### src/rtl/data_memory_unit.sv
// Data-memory responder for the CPU load/store port. Holds the CPU via busywait_o for a
// fixed latency, then performs the latched load or store.
`timescale 1ns/1ps
module data_memory_unit #(
    parameter int unsigned ADDR_WIDTH = 8,
    parameter int unsigned DATA_WIDTH = 8,
    parameter int unsigned LATENCY    = 4,
    parameter int unsigned CNT_WIDTH  = 3
) (
    input  logic                  clk_i,
    input  logic                  rst_ni,
    input  logic                  read_i,
    input  logic                  write_i,
    input  logic [ADDR_WIDTH-1:0] address_i,
    input  logic [DATA_WIDTH-1:0] writedata_i,
    output logic [DATA_WIDTH-1:0] readdata_o,
    output logic                  busywait_o,
    output logic                  acc_err_o
);

    localparam int unsigned Depth = 2 ** ADDR_WIDTH;
    localparam logic [CNT_WIDTH-1:0] CntInit = CNT_WIDTH'(LATENCY - 1);

    typedef enum logic [1:0] {StIdle, StBusy, StDone} state_e;

    state_e                state_q, state_d;
    logic [CNT_WIDTH-1:0]  cnt_q, cnt_d;
    logic                  op_we_q, op_we_d;
    logic [ADDR_WIDTH-1:0] addr_q, addr_d;
    logic [DATA_WIDTH-1:0] wdata_q, wdata_d;
    logic [DATA_WIDTH-1:0] rdata_q, rdata_d;
    logic                  acc_err_q, acc_err_d;
    logic                  mem_we;
    logic [DATA_WIDTH-1:0] mem_q [Depth];

    always_comb begin
        state_d   = state_q;
        cnt_d     = cnt_q;
        op_we_d   = op_we_q;
        addr_d    = addr_q;
        wdata_d   = wdata_q;
        rdata_d   = rdata_q;
        acc_err_d = 1'b0;
        mem_we    = 1'b0;
        case (state_q)
            StIdle: begin
                if (read_i ^ write_i) begin
                    op_we_d = write_i;
                    addr_d  = address_i;
                    wdata_d = writedata_i;
                    cnt_d   = CntInit;
                    state_d = StBusy;
                end else if (read_i && write_i) begin
                    acc_err_d = 1'b1;
                end
            end
            StBusy: begin
                if (cnt_q != '0) begin
                    cnt_d = cnt_q - CNT_WIDTH'(1);
                end else begin
                    if (op_we_q) begin
                        mem_we = 1'b1;
                    end else begin
                        rdata_d = mem_q[addr_q];
                    end
                    state_d = StDone;
                end
            end
            // Requests still held by the CPU are ignored here to avoid a re-trigger.
            StDone:  state_d = StIdle;
            default: state_d = StIdle;
        endcase
    end

    always_ff @(posedge clk_i or negedge rst_ni) begin
        if (!rst_ni) begin
            state_q   <= StIdle;
            cnt_q     <= '0;
            op_we_q   <= 1'b0;
            addr_q    <= '0;
            wdata_q   <= '0;
            rdata_q   <= '0;
            acc_err_q <= 1'b0;
        end else begin
            state_q   <= state_d;
            cnt_q     <= cnt_d;
            op_we_q   <= op_we_d;
            addr_q    <= addr_d;
            wdata_q   <= wdata_d;
            rdata_q   <= rdata_d;
            acc_err_q <= acc_err_d;
        end
    end

    always_ff @(posedge clk_i or negedge rst_ni) begin
        if (!rst_ni) begin
            for (int unsigned i = 0; i < Depth; i++) begin
                mem_q[i] <= '0;
            end
        end else if (mem_we) begin
            mem_q[addr_q] <= wdata_q;
        end
    end

    assign busywait_o = rst_ni & (((state_q == StIdle) & (read_i ^ write_i)) |
                                  (state_q == StBusy));
    assign readdata_o = rdata_q;
    assign acc_err_o  = acc_err_q;

endmodule
### config.mk
export PLATFORM = sky130hd
export DESIGN_NAME = data_memory_unit
export DESIGN_NICKNAME = d
export VERILOG_FILES = /design/src/rtl/data_memory_unit.sv
export SDC_FILE = /design/constraint.sdc
export NUM_CORES = 2
export LEC_CHECK = 0
export ABC_AREA = 1
export BUFFER_PORTS_ARGS = -buffer_cell sky130_fd_sc_hd__buf_2
export CELL_PAD_IN_SITES_DETAIL_PLACEMENT = 2
export CELL_PAD_IN_SITES_GLOBAL_PLACEMENT = 2
export CORE_MARGIN = 2
export CORE_UTILIZATION = 41
export CTS_CLUSTER_DIAMETER = 60
export DETAILED_ROUTE_END_ITERATION = 7
export MAX_ROUTING_LAYER = met4
export PLACE_DENSITY = 0.84
export SYNTH_ARGS = -nofsm -noshare
export SYNTH_HDL_FRONTEND = slang
export SYNTH_SLANG_ARGS = --single-unit
### constraint.sdc
create_clock -name clk_i -period 6.24 [get_ports clk_i]
set_clock_uncertainty 0.15 [all_clocks]
set_input_delay 0 -clock clk_i [delete_from_list [all_inputs] [get_ports clk_i]]
set_output_delay 0 -clock clk_i [all_outputs]
set_load 0.05 [all_outputs]
==> flow_metrics.py <==
metrics = {
    "run_status": {
        "status": "completed",
    },
    "sta": {
        "min_period_ns": 4.92,
        "rsz0062_at_grt": "false",
        "slew_violations": 0,
        "timing.final.crit_share": 0.788,
        "worst_slew_pin_slew_ns": 1.20,
        "relSlewSlack": 0.196,
        "setup_tns_ns": 0,
        "max_freq_ghz": 0.203,
        "hold_viol": 0,
        "final-setup-viol-count": 0,
    },
    "critical_path": {
        "end_kind": "flip-flop",
        "path_common_cell": "nor2_4",
        "arrival_ns": 5.55,
        "cpPeakStageDelay_ns": 0.91,
        "path_cells": "inv_8 -> nor2_4 -> inv_2 -> nor2_4 -> nand3_1 -> o21ai_0",
        "required_ns": 6.87,
        "crit_slowest_cell": "nor2_4",
        "cp-start-kind": "flip-flop",
        "worstPathMaxFanout": 70,
        "worstSetupPathType": "reg2reg",
    },
    "clocking": {
        "cts_max_level": 4,
        "root_buffer": "clkbuf_16",
        "cts_buffers": 232,
        "clk_latency_ns": 0.92,
        "cts_sinks": 2079,
        "clk_pin_slew_ns": 0.06,
        "postCtsSetupBuffers": 0,
        "cts_tree": "done",
        "cts_buffer_depth": 3,
    },
    "synth": {
        "synth_seq_area_share": 0.547,
        "yosys_warnings": 0,
        "synthesis.area_um2": 95100,
        "synth_edf_count": 0,
        "synthArstFlopShare": 1.00,
        "synth.distinct_cells": 31,
        "ys_ff_latch": 2079,
        "synth_area_per_cell_um2": 7.69,
        "syn-num-nets": 12400,
        "synth_ff_type": "dfrtp_1",
        "syn_inst": 12400,
    },
    "placement": {
        "gp_congestion": 0.832,
        "portBuffers": 29,
        "dpl.hpwl_mm": 225,
    },
    "die": {
        "placementRows": 176,
        "initial_utilization": 0.413,
        "dieArea_um2": 236000,
        "die_h_um": 486,
        "die_w_um": 486,
        "num_io_pins": 30,
        "core_um2": 230000,
    },
    "grt": {
        "grt_max_degree": 178,
        "grt_pass1_wl_mm": 621,
        "grt_pass1_vias": 99400,
        "gr-total-overflow": 0,
        "antenna_found_initial": 17,
        "track_usage": 0.350,
    },
    "final_layout": {
        "drive_above_1_share": 0.0524,
        "final_cell_mix": "nand2_1 (6346), dfrtp_1 (2077), o21ai_0 (2044), nor2_1 (335), clkbuf_16 (238)",
        "final_nets": 11900,
        "final_core_util": 0.456,
        "areaGrowthSynthToFinish_pct": 10.4,
        "final_common_cell": "nand2_1",
    },
    "detailed_routing": {
        "route.detailed.drc": 0,
        "avgViaCountPerCell": 5.87,
        "wl_per_cell_um": 26.5,
        "wl_mm": 401,
        "ant_nets": 0,
        "vias": 88800,
        "drt_iter0_markers": 7179,
        "firstDrtPassIters": 5,
    },
    "power_and_ir_drop": {
        "power.density_nw_per_um2": 368,
        "ir_drop_mv": 0.886,
        "leakage_nw": 50.1,
    },
    "job": {
        "cap_viol_max_count": 0,
    },
    "worst_hold_path": {
        "hold_class": "in2reg",
    },
}
-- Yosys cell counts (16+ instances only) --
cell	number	area, um2
inv_1	25	93.8
nand2_1	6348	23800
dfrtp_1	2079	52000
nor2_1	346	1300
o21ai_1	115	576
a21oi_1	89	445
clkbuf_1	636	2390
buf_4	41	308
buf_2	193	966
nand3_1	211	1060
nand3_4	20	350
buf_1	16	60.1
o21ai_0	2044	10200
nand2_2	31	194
nand4_1	96	601
-- sequential cells by signal, summed over array words and instances, names as in the netlist --
| signal | count |
|---|---|
| state_q | 2 |
| acc_err_o | 1 |
| wdata_q | 8 |
| op_we_q | 1 |
| addr_q | 8 |
| cnt_q | 3 |
| mem_q | 2048 |
| readdata_o | 8 |
-- critical path, delay by kind of cell (launching register included) --
family	cells	cell delay (ns)
AOI/OAI and AO/OA	1	0.43
and+or+nand+nor	3	2.64
DFF	1	0.79
buffers and inverters	2	0.58
-- metrics by stage --
step                      cell area (um2)  hold WS (ns)  setup WS (ns)  std cells  power, mW
after floorplan                     95100        -0.446           4.06      12400       19.5
after global placement              96900       -0.0851           1.71      14700       24.4
after detailed placement            96900       -0.0906           1.55      14700       24.6
after CTS                          105000         0.186           1.50      15100       38.5
after global routing               105000         0.323           1.26      15100       39.6
final                              105000         0.283           1.32      15100       38.6
-- cell families (layout without fill, tap and decap cells) --
logic type	Yosys count	count (layout)	share of synthesized area
and+or+nand+nor	7086	7086	0.291
AOI/OAI and AO/OA	2261	2261	0.119
DFF	2079	2079	0.547
buffers and inverters	933	663	0.0416
adders and majority gates	3	3	0.000395
xor gates and xnor gates	1	1	0.0000921
other	0	14	0
-- layer usage --
| layer | part of all wire | GRT usage |
|---|---|---|
| met3 | 0.053 | 0.0446 |
| met5 | 0 | - |
| met1 | 0.43 | 0.453 |
| met4 | 0.037 | 0.131 |
| met2 | 0.48 | 0.563 |
-- worst paths after layout --
kind | end | cells after the start | slack (ns) | start
setup / recovery | mem_q[1417] | 6 | 1.32 | addr_q[1]
max in group asynchronous | mem_q[1446] | 5 | 4.18 | rst_ni
setup reg to reg | mem_q[1417] | 6 | 1.32 | addr_q[1]
hold reg to reg | mem_q[1158] | 2 | 0.33 | mem_q[1158]
min in group asynchronous | mem_q[251] | 4 | 0.37 | rst_ni
hold / removal | wdata_q[3] | 5 | 0.28 | writedata_i[3]
-- where the power goes --
group          switching [mW]  leakage (nW)  internal [mW]
clock                    6.01          3.70           7.86
combinational            9.29          17.4           1.15
sequential              0.441          29.0           13.9
-- final cells by class --
cell class,count,area [um2]
clock inverter,64,547
multi-input combinational,9351,39200
timing repair buffer,203,2170
fill,25700,125000
sequential,2079,52000
clock buffer,357,6950
inverter,39,244
antenna,14,35.0
tap,3026,3790
-- timing repair --
item / in CTS / in global routing
resized for setup: 0 / 0
hold buffers: 48 / 0
endpoints found under the hold margin: 1200 / 0
(Power assumes the default switching activity.)
